<file path="config.mk">
export PLATFORM = sky130hd
export DESIGN_NAME = pipelined_adder_flat
export DESIGN_NICKNAME = d
export VERILOG_FILES = /design/src/rtl/adder_pkg.sv /design/src/rtl/pipelined_adder_if.sv /design/src/rtl/adder_slice.sv /design/src/rtl/pipelined_adder.sv /design/src/flat_wrapper.sv
export SDC_FILE = /design/constraint.sdc
export NUM_CORES = 1
export LEC_CHECK = 0
export BUFFER_PORTS_ARGS = -buffer_cell sky130_fd_sc_hd__buf_2
export CAP_MARGIN = 20
export CORE_ASPECT_RATIO = 2
export CORE_MARGIN = 2
export CORE_UTILIZATION = 30
export DETAILED_ROUTE_END_ITERATION = 16
export GPL_TIMING_DRIVEN = 0
export PLACE_DENSITY_LB_ADDON = 0.1
export SLEW_MARGIN = 20
export SYNTH_ARGS = -nofsm -noshare
export SYNTH_HDL_FRONTEND = slang
export SYNTH_SLANG_ARGS = --single-unit
</file>
<file path="constraint.sdc">
create_clock -name clock -period 5.07 [get_ports clock]
set_clock_uncertainty 0.1 [all_clocks]
set_input_delay 0.2535 -clock clock [delete_from_list [all_inputs] [get_ports clock]]
set_output_delay 0.2535 -clock clock [all_outputs]
set_load 0.01 [all_outputs]
</file>
<file path="src/rtl/adder_pkg.sv">
// Shared types for the pipelined add/subtract unit.
// Operation encoding and small helpers used by RTL and benches.
package adder_pkg;

    typedef enum logic [0:0] {
        ADDER_OP_ADD = 1'b0,
        ADDER_OP_SUB = 1'b1
    } adder_op_t;

    // SUB is a + ~b + 1, so the op bit doubles as the carry-in.
    function automatic logic op_cin(adder_op_t op);
        return op == ADDER_OP_SUB;
    endfunction

endpackage

</file>
<file path="src/rtl/pipelined_adder_if.sv">
// Valid/ready operand and result bundle for pipelined_adder.
// slave is the adder side, master the producer/consumer side.
interface pipelined_adder_if #(
    parameter int WIDTH = 32
);
    import adder_pkg::*;

    logic             in_valid;
    logic             in_ready;
    adder_op_t        in_op;
    logic [WIDTH-1:0] operand_a;
    logic [WIDTH-1:0] operand_b;
    logic             out_valid;
    logic             out_ready;
    logic [WIDTH-1:0] result;
    logic             carry_out;
    logic             overflow;
    logic             zero;

    modport slave (
        input  in_valid, in_op, operand_a, operand_b, out_ready,
        output in_ready, out_valid, result, carry_out, overflow, zero
    );

    modport master (
        output in_valid, in_op, operand_a, operand_b, out_ready,
        input  in_ready, out_valid, result, carry_out, overflow, zero
    );

endinterface

</file>
<file path="src/rtl/adder_slice.sv">
// One CHUNK-wide combinational slice of the carry chain.
// Also reports the carry into its MSB for signed overflow.
module adder_slice #(
    parameter int W = 8
) (
    input  logic [W-1:0] a_i,
    input  logic [W-1:0] b_i,
    input  logic         cin_i,
    output logic [W-1:0] sum_o,
    output logic         cout_o,
    output logic         cmsb_o
);

    assign {cout_o, sum_o} = {1'b0, a_i} + {1'b0, b_i}
                           + {{W{1'b0}}, cin_i};

    // Sum bit = a ^ b ^ carry-in, so the MSB carry-in falls out directly.
    assign cmsb_o = sum_o[W-1] ^ a_i[W-1] ^ b_i[W-1];

endmodule

</file>
<file path="src/rtl/pipelined_adder.sv">
// Pipelined add/subtract: one carry-chained slice per register stage,
// whole pipeline advances together under a valid/ready handshake.
module pipelined_adder
    import adder_pkg::*;
#(
    parameter int    WIDTH        = 32,
    parameter int    STAGES       = 4,
    parameter bit    DEBUG_ENABLE = 1'b0,
    parameter string DEBUG_NAME   = "UNKNOWN"
) (
    input logic              clock,
    input logic              reset,
    pipelined_adder_if.slave bus
);

    localparam int SAFE_ST = (STAGES < 1) ? 1 : STAGES;
    localparam int CHUNK   = WIDTH / SAFE_ST;

    if (STAGES < 1 || STAGES > WIDTH || (WIDTH % SAFE_ST) != 0) begin : g_bad
        $error("pipelined_adder: STAGES must divide WIDTH");
    end

    typedef struct packed {
        logic overflow;
        logic zero;
    } flags_t;

    logic             adv;
    logic             sub;
    logic [WIDTH-1:0] b_x;
    flags_t           flags_d;
    flags_t           flags_q;

    assign adv          = ~bus.out_valid | bus.out_ready;
    assign bus.in_ready = adv;
    assign sub          = op_cin(bus.in_op);
    assign b_x          = sub ? ~bus.operand_b : bus.operand_b;

    for (genvar k = 0; k < STAGES; k++) begin : g_stage
        localparam int LO = k * CHUNK;
        localparam int HI = LO + CHUNK;

        // Operands still to be summed, current slice in the low bits.
        logic [WIDTH-LO-1:0] pa;
        logic [WIDTH-LO-1:0] pb;
        logic [HI-1:0]       res_d;
        logic [HI-1:0]       res_q;
        logic [CHUNK-1:0]    sum;
        logic                cin;
        logic                cout;
        logic                cmsb;
        logic                vld_d;
        logic                vld_q;
        logic                cy_q;

        if (k == 0) begin : g_in
            assign pa    = bus.operand_a;
            assign pb    = b_x;
            assign cin   = sub;
            assign vld_d = bus.in_valid;
            assign res_d = sum;
        end else begin : g_mid
            always_ff @(posedge clock) begin
                if (adv) begin
                    pa <= g_stage[k-1].pa[WIDTH-LO+CHUNK-1:CHUNK];
                    pb <= g_stage[k-1].pb[WIDTH-LO+CHUNK-1:CHUNK];
                end
            end
            assign cin   = g_stage[k-1].cy_q;
            assign vld_d = g_stage[k-1].vld_q;
            assign res_d = {sum, g_stage[k-1].res_q};
        end

        adder_slice #(
            .W (CHUNK)
        ) u_slice (
            .a_i    (pa[CHUNK-1:0]),
            .b_i    (pb[CHUNK-1:0]),
            .cin_i  (cin),
            .sum_o  (sum),
            .cout_o (cout),
            .cmsb_o (cmsb)
        );

        always_ff @(posedge clock) begin
            if (reset) begin
                vld_q <= 1'b0;
                res_q <= '0;
                cy_q  <= 1'b0;
            end else if (adv) begin
                vld_q <= vld_d;
                res_q <= res_d;
                cy_q  <= cout;
            end
        end
    end

    assign flags_d.overflow = g_stage[STAGES-1].cmsb
                            ^ g_stage[STAGES-1].cout;
    assign flags_d.zero     = ~|g_stage[STAGES-1].res_d;

    always_ff @(posedge clock) begin
        if (reset) begin
            flags_q <= '0;
        end else if (adv) begin
            flags_q <= flags_d;
        end
    end

    assign bus.out_valid = g_stage[STAGES-1].vld_q;
    assign bus.result    = g_stage[STAGES-1].res_q;
    assign bus.carry_out = g_stage[STAGES-1].cy_q;
    assign bus.overflow  = flags_q.overflow;
    assign bus.zero      = flags_q.zero;

    if (DEBUG_ENABLE) begin : g_debug
        always @(posedge clock) begin
            if (!reset && bus.in_valid && adv)
                $display("[%s] accept op=%0d a=%h b=%h", DEBUG_NAME,
                         bus.in_op, bus.operand_a, bus.operand_b);
            if (!reset && bus.out_valid && bus.out_ready)
                $display("[%s] emit r=%h c=%b v=%b z=%b", DEBUG_NAME,
                         bus.result, bus.carry_out, bus.overflow, bus.zero);
        end
    end

endmodule

</file>
<file path="src/flat_wrapper.sv">
// flat-port wrapper written by rule: the top's interface ports become plain ports
module pipelined_adder_flat import adder_pkg::*;
#(
    parameter int    WIDTH        = 32,
    parameter int    STAGES       = 4,
    parameter bit    DEBUG_ENABLE = 1'b0,
    parameter string DEBUG_NAME   = "       "
)
  (clock, reset, bus_in_valid, bus_in_op, bus_operand_a, bus_operand_b, bus_out_ready, bus_in_ready, bus_out_valid, bus_result, bus_carry_out, bus_overflow, bus_zero);
  pipelined_adder_if #(.WIDTH(WIDTH)) bus_i ();
  input logic clock;
  input logic reset;
  input wire logic [$bits(bus_i.in_valid)-1:0] bus_in_valid;
  input wire logic [$bits(bus_i.in_op)-1:0] bus_in_op;
  input wire logic [$bits(bus_i.operand_a)-1:0] bus_operand_a;
  input wire logic [$bits(bus_i.operand_b)-1:0] bus_operand_b;
  input wire logic [$bits(bus_i.out_ready)-1:0] bus_out_ready;
  output wire logic [$bits(bus_i.in_ready)-1:0] bus_in_ready;
  output wire logic [$bits(bus_i.out_valid)-1:0] bus_out_valid;
  output wire logic [$bits(bus_i.result)-1:0] bus_result;
  output wire logic [$bits(bus_i.carry_out)-1:0] bus_carry_out;
  output wire logic [$bits(bus_i.overflow)-1:0] bus_overflow;
  output wire logic [$bits(bus_i.zero)-1:0] bus_zero;
  assign bus_i.in_valid = bus_in_valid;
  assign bus_i.in_op = bus_in_op;
  assign bus_i.operand_a = bus_operand_a;
  assign bus_i.operand_b = bus_operand_b;
  assign bus_i.out_ready = bus_out_ready;
  assign bus_in_ready = bus_i.in_ready;
  assign bus_out_valid = bus_i.out_valid;
  assign bus_result = bus_i.result;
  assign bus_carry_out = bus_i.carry_out;
  assign bus_overflow = bus_i.overflow;
  assign bus_zero = bus_i.zero;
  pipelined_adder #(.WIDTH(WIDTH), .STAGES(STAGES), .DEBUG_ENABLE(DEBUG_ENABLE), .DEBUG_NAME(DEBUG_NAME)) u_core (.clock(clock), .reset(reset), .bus(bus_i));
endmodule
</file>
; ---- After elaboration in Yosys (flattened, before gate mapping)
; Cells that the tools add are included.
[totals]
register_bits = 186
out_inout_bits = 37
elab_cells = 37
[classes]
n_addsub = 8
n_mux = 1
bitwise = 6
reduce_logical = 2
[op_table]
columns = cell, count
row1 = 8-bit by 8-bit adder with 9-bit output, 4
row2 = 9-bit by 1-bit adder with 9-bit output, 4
row3 = 32-bit 2-to-1 mux, 1
row4 = 32-bit inverter, 1
row5 = 32-bit OR reduction, 1
row6 = 1-bit bitwise XOR, 3
row7 = 1-bit logical NOT, 1
row8 = 1-bit inverter, 1
row9 = 1-bit OR, 1

; ---- Longest topological paths before layout
; Gate-level depths: netlist of the first run.
[depth]
depth_word = 5
depth_mapped = 10
depth_no_buf = 10

; ---- Modules after synthesis
; Synthesis of the first run repeated with hierarchy kept, for this count alone.
[unflattened]
hier_cells = 709
hier_area_um2 = 7932.6
[by_module_without_submodules]
columns = mod, n_inst, cells_each, area_each_um2
row1 = pipelined_adder, 1, 533, 6426.2
row2 = adder_slice, 4, 44, 376.6

; ---- Worst setup path after synthesis of the first run
; Ideal clock, no wire load.
[synth_timing]
path_type = reg-to-reg
from = register u_core.g_stage[3].vld_q, in the netlist u_core.bus.out_valid
to = register u_core.g_stage[1].pa[0], enable pin
setup_time_ns = 0.501
arrival_ns = 3.766
required_ns = 4.469
slack_ns = 0.703
path_stages_with_launch = 5
cell_sequence = dfxtp_1 > nor2b_1 > clkinv_1 > clkbuf_1 > buf_1
[synth_between]
elab_chain_cells = 2
[synth_lines]
columns = element, line
row1 = "start, declared", pipelined_adder.sv:53  ; logic vld_q;
row2 = "start signal, assigned", pipelined_adder.sv:91  ; vld_q <= vld_d;
row3 = 1-bit inverter, pipelined_adder.sv:34  ; assign adv = ~bus.out_valid | bus.out_ready;
row4 = 1-bit OR, pipelined_adder.sv:34
row5 = named net bus_in_ready, flat_wrapper.sv:18  ; output wire logic [$bits(bus_i.in_ready)-1:0] bus_in_ready;
row6 = "end signal, assigned", pipelined_adder.sv:65  ; pa <= g_stage[k-1].pa[WIDTH-LO+CHUNK-1:CHUNK];
row7 = "end, declared", pipelined_adder.sv:44  ; logic [WIDTH-LO-1:0] pa;
; The timed path passes the listed nets, and every way through them passes these cells.
; A chain may end at the register's enable or synchronous reset.

; ---- Worst setup path after layout of the first run
[layout_timing]
from = register u_core.g_stage[3].vld_q, in the netlist u_core.bus.out_valid
to = output port bus_in_ready
[layout_between]
elab_chain_cells = 2
[layout_lines]
columns = element, line
row1 = 1-bit inverter, pipelined_adder.sv:34
row2 = 1-bit OR, pipelined_adder.sv:34
row3 = "end, declared", flat_wrapper.sv:18
; No other way between the ends.

==> results of run 1 <==
[cells in the mapped netlist (8+ instances only)]
cell type	instances	area [sq um]
sky130_fd_sc_hd__or3_1	8	50.05
sky130_fd_sc_hd__xor2_1	33	289.0
sky130_fd_sc_hd__ha_1	28	350.3
sky130_fd_sc_hd__nand3_1	19	95.09
sky130_fd_sc_hd__nand2_1	135	506.7
sky130_fd_sc_hd__a211oi_1	10	75.07
sky130_fd_sc_hd__clkbuf_1	25	93.84
sky130_fd_sc_hd__edfxtp_1	96	2883
sky130_fd_sc_hd__xnor2_1	16	140.1
sky130_fd_sc_hd__a21oi_1	78	390.4
sky130_fd_sc_hd__o21ai_0	14	70.07
sky130_fd_sc_hd__nor2_1	18	67.56
sky130_fd_sc_hd__dfxtp_1	90	1802
sky130_fd_sc_hd__nor3_1	13	65.06
sky130_fd_sc_hd__inv_1	21	78.83
[state kept, by name, summed over array words and instances (netlist names)]
signal and count:
u_core.bus.carry_out 1, u_core.bus.out_valid 1, u_core.bus.overflow 1, u_core.bus.result 32, u_core.bus.zero 1, u_core.g_stage.cy_q 3
u_core.g_stage.pa 48, u_core.g_stage.pb 48, u_core.g_stage.res_q 48, u_core.g_stage.vld_q 3
[cells in the final DEF (no fill, tap or decap), types with 3 or more instances in the layout]
master,n
sky130_fd_sc_hd__nor3_1,13
sky130_fd_sc_hd__inv_1,21
sky130_fd_sc_hd__dfxtp_1,90
sky130_fd_sc_hd__nand3_1,19
sky130_fd_sc_hd__a21o_1,6
sky130_fd_sc_hd__o211ai_1,7
sky130_fd_sc_hd__nor2_1,18
sky130_fd_sc_hd__fa_1,7
sky130_fd_sc_hd__xnor2_1,16
sky130_fd_sc_hd__a31oi_1,4
sky130_fd_sc_hd__a21oi_1,78
sky130_fd_sc_hd__clkbuf_16,17
sky130_fd_sc_hd__o21a_1,4
sky130_fd_sc_hd__ha_1,28
sky130_fd_sc_hd__o2111ai_1,3
sky130_fd_sc_hd__clkinv_1,5
sky130_fd_sc_hd__o21ai_0,14
sky130_fd_sc_hd__clkbuf_1,28
sky130_fd_sc_hd__xor2_1,33
sky130_fd_sc_hd__or3_1,8
sky130_fd_sc_hd__nor4_1,5
sky130_fd_sc_hd__buf_12,3
sky130_fd_sc_hd__buf_2,106
sky130_fd_sc_hd__edfxtp_1,96
sky130_fd_sc_hd__buf_1,6
sky130_fd_sc_hd__o21bai_1,3
sky130_fd_sc_hd__nor2b_1,3
sky130_fd_sc_hd__nand2_1,135
sky130_fd_sc_hd__dlygate4sd3_1,39
sky130_fd_sc_hd__o31ai_1,3
sky130_fd_sc_hd__a211oi_1,10
[final timing paths]
| check | from | endpoint | depth (start not counted) |
|---|---|---|---|
| setup / recovery | u_core.bus.out_valid | bus_in_ready | 7 |
| hold / removal | bus_operand_b[20] | u_core.g_stage[1].pb[12] | 2 |
| setup reg to reg | u_core.bus.out_valid | u_core.bus.carry_out | 7 |
| hold reg to reg | u_core.g_stage[1].pb[8] | u_core.g_stage[2].pb[0] | 0 |
[metrics by stage]
step	instances	TNS [ns]	total power, mW	util, %
2_1_floorplan	683	0	2.207	-
3_3_place_gp	1123	-92.91	2.406	34.26
3_5_place_dp	1126	0	2.416	34.50
4_1_cts	1196	0	3.733	38.26
5_1_grt	1197	0	3.869	38.30
6_report	1197	0	3.687	38.30
[logic make-up (layout without fill, tap and decap cells)]
kind of cell	Yosys count	in the layout	synth area share [%]
XOR/XNOR	50	50	5.916
buffers and inverters	57	235	2.819
flip-flops	186	186	61.36
adder cells (fa/ha/maj)	35	35	6.424
AND/OR/NAND/NOR	215	215	12.52
multiplexers	1	1	0.1475
AO/OA/AOI/OAI	139	139	10.82
[layer usage]
metal | global-route usage [%] | vias to the layer above | wire length [um]
li1 | - | 2716 | -
met1 | 14.55 | 2579 | 6680
met2 | 28.05 | 124 | 10460
met3 | 3.414 | 35 | 643
met4 | 7.463 | 0 | 781
met5 | 0 | - | 0
[worst max-delay path: stages (launching register included)]
cell	delay, ns
sky130_fd_sc_hd__dfxtp_1	0.32
sky130_fd_sc_hd__nor2b_1	0.53
sky130_fd_sc_hd__clkinv_1	0.37
sky130_fd_sc_hd__clkbuf_1	0.35
sky130_fd_sc_hd__buf_2	0.35
sky130_fd_sc_hd__buf_12	0.23
sky130_fd_sc_hd__buf_12	0.19
sky130_fd_sc_hd__buf_2	0.16
[area by class of cell]
class / count / area (sq um)
fill: 2537 / 15450
sequential: 186 / 4684
multi-input combinational: 440 / 2735
timing repair buffer: 146 / 970.9
clock buffer: 20 / 436.7
tap: 336 / 420.4
buffer: 33 / 126.4
clock inverter: 12 / 123.9
inverter: 24 / 90.09
[power groups by stage]
stage                     Sequential (mW)  Combinational (mW)  Clock, mW
final                                1.83               0.569       1.29
after global routing                 1.85               0.642       1.38
after CTS                            1.83               0.578       1.32
after detailed placement             1.86               0.553          0
after global placement               1.86               0.545          0
after floorplan                      1.85               0.356          0
==> impl_summary.md, run 1 <==
Global routing
The first-pass GRT wire length is approximately 30,000 um. Entering global routing, the biggest net connects 37 pins. The number of antenna violations at the first check in global routing is 0. After global routing the overflow that remains totals 0. Global routing used roughly 15% of the available tracks.

The via count of the first global-routing pass is around 5,900.

STA
The final worst hold slack is between 0.02 and 0.025 ns. Setup repair after global routing left no endpoint under its margin. The final max-slew violation count came to 0.

The routed design could run at a clock period as short as 3.326 ns. Headroom to the max-slew limit came out at 43.09%. For the pin with the worst max-slew slack, the measured transition is approximately 0.85 ns. The period utilization is ~66%.

The highest attainable clock frequency is 300.6 MHz. Setup violations remaining at the end of the flow were counted as 0. Once routing completed, OpenROAD measured the worst setup slack at between 1.5 and 2 ns. The final-report hold violation count came to 0.

Clock tree
The clock tree buffer depth is 2. The H-tree was split into 4 levels. After clock tree synthesis, the repair step resized 0 gates. The post-CTS clock slew at the launch and capture registers of the worst setup and hold paths is 0.06 ns. At the later pin of the worst-skew pair, clock insertion delay measures around 0.44 ns. The count of hold-fix buffers inserted at cts is 38. The TritonCTS clock tree is built.

The buffer type at the clock tree root is sky130_fd_sc_hd__clkbuf_16. Once the clock tree was built, the setup fixing pass inserted 0 buffers. The number of buffers created by CTS is 17.

The number of sinks driven by the clock tree is around 190.

Worst setup path
Of all nets on the critical path, the largest fanout is 36. The data required time of the worst path is between 4 and 5 ns. STA classifies the critical path startpoint as a flip-flop.

The classification of the worst setup path is reg2out. The kind of capture point of the worst setup path is a primary output. The arrival time of data at the critical path endpoint is around 3 ns. The worst register-to-register path has a setup slack of around 2.3 ns.

Yosys
The prevailing post-synth register cell is sky130_fd_sc_hd__edfxtp_1. For this run, the number of Yosys warnings is 0. The number of flip-flops and latches in the synthesized netlist is 186.

The post-synth design cell area is around 7600 sq um. The synthesized instance count is approximately 700. In the synthesized netlist the async set-or-reset flop fraction comes to 0%. The count of flip-flops with a built-in enable after synthesis is 96.

Synthesis produced a netlist with a net count of about 800. The number of distinct library cell variants in the gate-level netlist after synthesis is 47. The share of the yosys chip area belonging to registers is 61.36%. In this run the mean area of a mapped cell was 11.18 sq um.

Cells and area
After routing the design area is 9588 sq um. The layout overhead on the synthesized area is 25.58%. The count of nets after finishing is 952.

The number of antenna diodes in the final layout is 0. Of the cells placed in the final design, the portion with a size suffix greater than 1 is 16.96%.

Power and ir drop
IR analysis of the VDD net gives a maximum drop of 0.1802 mV. Combinational logic is responsible for between 10% and 20% of the overall power. The power per unit of standard cell area is approximately 380 nW/um^2. The static power due to leakage is ~3.8 nW. The net switching power is approximately 950 uW. Sequential cells burn approximately half of the power.

The cell internal power dissipation is 2.733 mW. The net switching share of the total power is around 26%. The portion of total power attributed to the clock network is between 30% and 40%.

Placed design
The final RePlAce weighted congestion is 0.8744. The worst setup slack after placement is between 1.5 and 2 ns. The count of buffers from port buffering is around 100. Detailed placement ended at an HPWL of between 10,000 and 15,000 um. The cell area after placement is between 8000 and 9000 sq um.

Drt
The mean number of vias per cell is between 4 and 5. The first-iteration detailed-routing DRC count is roughly 240. The sum of routed wire length over all layers is between 15,000 and 20,000 um. The count of TritonRoute iterations in the first routing pass is 4.

Once detail routing completed, the nets flagged for antenna violations numbered 0. The residual DRC count is 0. The total via count after detailed routing is 5,454. Dividing the detail-routed wire length by the instance count gives roughly 16 um.

Hold path
The path class of the tightest hold or removal check is in2reg.

Floorplan
The number of cell rows is between 80 and 90. For this design the top-level I/O count stands at 106. The height of the die is around 230 um. After floorplanning, the core was sized to cover between 20,000 and 30,000 sq um. The die area is roughly 27,000 sq um. The initial cell density of the core is a little under a third. The die extent in x is roughly 120 um.

Outcome
The flow ran to the end, and the final reports show no timing, DRC or antenna violations.

Flow run
Across the run, the number of max-cap violations was 0.
(Power assumes the default switching activity.)
==> run 2, diff against run 1 <==
==> constraint.sdc (replaced) <==
create_clock -name clock -period 2.8 [get_ports clock]
set_clock_uncertainty 0.1 [all_clocks]
set_input_delay 0.14 -clock clock [delete_from_list [all_inputs] [get_ports clock]]
set_output_delay 0.14 -clock clock [all_outputs]
set_load 0.01 [all_outputs]
==> impl_summary.md, run 2 (synthesis results as in run 1) <==
Outcome
Result of the run: finished, final reports clean (unchanged).

Cells and area
The most frequent standard cell in the layout excluding fill and tap cells is sky130_fd_sc_hd__nand2_1 (unchanged). The combined area of the multi-input logic cells was 2738 sq um (was 2735 sq um). The number of cells in the finished layout apart from fillers was 1,206 (was 1,197). The register cell area after layout is 4684 sq um (unchanged). The count of nets after finishing was 963 (was 952).

The share of cells above drive strength 1 was 16.78% (was 16.96%). Biggest regs: u_core.g_stage.res_q: 48 flops, u_core.g_stage.pa: 48 flops, u_core.g_stage.pb: 48 flops (unchanged). The number of filler cells placed in the layout is 2,524 (was 2,537). The diode insertion count for antenna repair is 0 (unchanged). The layout overhead on the synthesized area is 26.91% (was 25.58%).

The final design area excluding fillers is 9689 sq um (was 9588 sq um). Most used cells in the layout excluding fill and tap cells: 135 x sky130_fd_sc_hd__nand2_1, 106 x sky130_fd_sc_hd__buf_2, 96 x sky130_fd_sc_hd__edfxtp_1 (unchanged).

Worst setup path
The highest cell delay on the worst timing path is 0.55 ns (was 0.53 ns). The endpoint of the worst-slack reg-to-reg timing path is u_core.bus.zero (was u_core.bus.carry_out). The arrival time of data at the critical path endpoint is 2.40 ns (was 2.97 ns).

The classification of the worst setup path is reg2out (unchanged). The startpoint of the most critical register-to-register path is u_core.g_stage[3].pb[0] (was u_core.bus.out_valid). The number of cell instances on the worst register-to-register path is 8 (was 7). The top fanout value on the critical path is 59 (was 36).

The cell at the slowest stage of the critical path is sky130_fd_sc_hd__buf_6 (was sky130_fd_sc_hd__nor2b_1). Worst-path cell chain: nor2b_2 > clkinv_1 > clkbuf_1 > buf_6 > buf_2 (was nor2b_1 > clkinv_1 > clkbuf_1 > buf_2 > buf_12 > buf_12 > buf_2). The startpoint type of the worst setup path is a flip-flop (unchanged). The kind of capture point of the worst setup path is a primary output (unchanged). The data required time of the worst path was 2.56 ns (was 4.72 ns). The flop-to-flop setup slack is 0.19 ns (was 2.31 ns).

Drt
The routed length on met3 is 568 um (was 643 um). The number of nets with antenna violations after detailed routing is 0 (unchanged). The sum of routed wire length over all layers is 18,520 um (was 18,560 um). The count of TritonRoute iterations in the first routing pass is 4 (unchanged). The total via count after detailed routing was 5,475 (was 5,454). The routed length per placed instance is 15.36 um (was 15.51 um). The residual DRC count is 0 (unchanged). The uppermost signal routing layer after detailed routing is met4 (unchanged). The routed metal-1 wire length is 6717 um (was 6680 um). The first-iteration detailed-routing DRC count is 296 (was 236). The mean number of vias per cell was 4.540 (was 4.556). The met2 wire length is 10,440 um (was 10,460 um).

Placed design
The cell area after placement is 8611 sq um (was 8637 sq um). The HPWL after detailed placement came to 14,030 um (was 14,310 um). The count of buffers from port buffering is 104 (unchanged). The final RePlAce weighted congestion is 0.8833 (was 0.8744). The number of cells in the design after placement is 1,124 (was 1,126).

Global routing
The total routing resource utilization after global routing was 14.69% (was 14.87%). The global-route congestion overflow total is 0 (unchanged). The maximum number of pins on one net before global-route repair is 60 (was 37). The via count of the first global-routing pass is 5,689 (was 5,868). The first-pass GRT wire length is 28,970 um (was 29,770 um). The number of antenna violations at the first check in global routing is 0 (unchanged).

Floorplan
The die area is 26,820 sq um (unchanged). The number of cell rows is 82 (unchanged). The core box area is 25,030 sq um (unchanged). The count of boundary I/O pins came to 106 (unchanged). The height of the die is 229.6 um (unchanged). The die extent in x is 116.8 um (unchanged). The initial cell density of the core is 30.50% (unchanged).

Hold path
The launch point of the worst hold path is reset (was bus_operand_b[20]). The hold path endpoint is u_core.g_stage[0].res_q[7] (was u_core.g_stage[1].pb[12]). The cell depth of the worst min-delay path came to 3 (was 2).

The worst hold path class is in2reg (unchanged).

Power and ir drop
The maximum resistive drop on vdd is 0.3829 mV (was 0.1802 mV). The static power due to leakage is 3.890 nW (was 3.833 nW). The power per unit of standard cell area came to 684.1 nW/um^2 (was 384.5 nW/um^2).

Clock tree
The TritonCTS clock tree is built (unchanged). The buffer type at the clock tree root is sky130_fd_sc_hd__clkbuf_16 (unchanged). The H-tree depth is 4 (unchanged).

The post-CTS clock slew at the launch and capture registers of the worst setup and hold paths is 0.07 ns (was 0.06 ns). The clock tree buffer depth is 2 (unchanged). The number of sinks driven by the clock tree came to 186 (unchanged). The number of buffers created by CTS is 17 (unchanged). The later-pin clock latency in the skew report came to 0.44 ns (about the same).

STA
Setup repair after global routing missed its margin: no (unchanged). The final max-slew violation count was 0 (unchanged). The worst path in the final design needs a cycle of ~2.6 ns, including I/O delays and setup.

The highest attainable clock frequency is between 300 and 400 MHz. The relative slew slack is 46.72% (was 43.09%). The period utilization is 94.14%. The actual transition at the worst max-transition pin is 0.7993 ns (was 0.8536 ns).

The number of setup violations in the final report is 0 (unchanged). The final-report hold violation count is 0 (unchanged). The final worst hold slack is 0.07378 ns (was 0.02163 ns).

The setup TNS is 0 ns (unchanged).

Flow run
The max-cap check violation count is 0 (unchanged).
==> run 2: cell count changes in the layout (fill, tap and decap cells not counted), sizes merged <==
cell | before | now
clkbuf | 45 | 49
clkinv | 7 | 6
dlygate4sd3 | 39 | 52
clkinvlp | 3 | 0
bufinv | 2 | 0
buf | 115 | 113
==> run 2: worst max-delay path by stage <==
stage | from | endpoint | slack (ns) | depth (start not counted)
finish | u_core.bus.out_valid | bus_in_ready | 0.16 | 5
global route | u_core.bus.out_valid | bus_in_ready | 0.04 | 5
CTS | u_core.bus.out_valid | bus_in_ready | 0.11 | 5
detailed placement | bus_in_op | u_core.g_stage[0].cy_q | -0.57 | 10
global placement | u_core.bus.out_valid | bus_in_ready | -0.85 | 5
floorplan | u_core.bus.out_valid | u_core.g_stage[1].pa[0] | 0.12 | 4
==> run 2: power breakdown <==
part,leakage (nW),internal [mW],switching [mW]
registers,1.75,3.16,0.143
logic,1.86,0.489,0.558
clock network,0.278,1.28,0.995
total,3.89,4.93,1.70
==> run 2: stage by stage <==
stage	setup WS [ns]	power [mW]	utilization (%)
5_1_grt	0.04060	6.974	38.70
4_1_cts	0.1077	6.732	38.70
3_5_place_dp	-0.5690	4.371	34.40
6_report	0.1642	6.628	38.70
3_3_place_gp	-0.8453	4.355	34.26
2_1_floorplan	0.1168	3.994	-
==> run 2: critical path, delay by kind of cell (launching register included) <==
kind,cells,cell delay [ns]
buffers and inverters,4,1.40
DFF,1,0.30
and+or+nand+nor,1,0.21
==> run 2: cell type report <==
type / instances / area share, %
Buffer: 33 / 1.382
Clock buffer: 24 / 5.307
Clock inverter: 6 / 0.4132
Inverter: 24 / 0.9298
Multi-Input combinational cell: 440 / 28.25
Sequential cell: 186 / 48.35
Tap cell: 336 / 4.339
Timing Repair Buffer: 157 / 11.03
==> run 2: metal layers <==
layer	vias to the layer above	track usage [%]
met5	-	0
met4	0	8.529
met3	39	2.673
met2	111	27.85
met1	2593	14.14
li1	2732	-
==> run 2: timing repair <==
item | in CTS | in global routing
setup buffers | 0 | 0
hold buffers | 52 | 0
endpoints found under the setup margin | 3 | 0
hold endpoints to repair | 51 | 0
gates resized for setup | 2 | 0
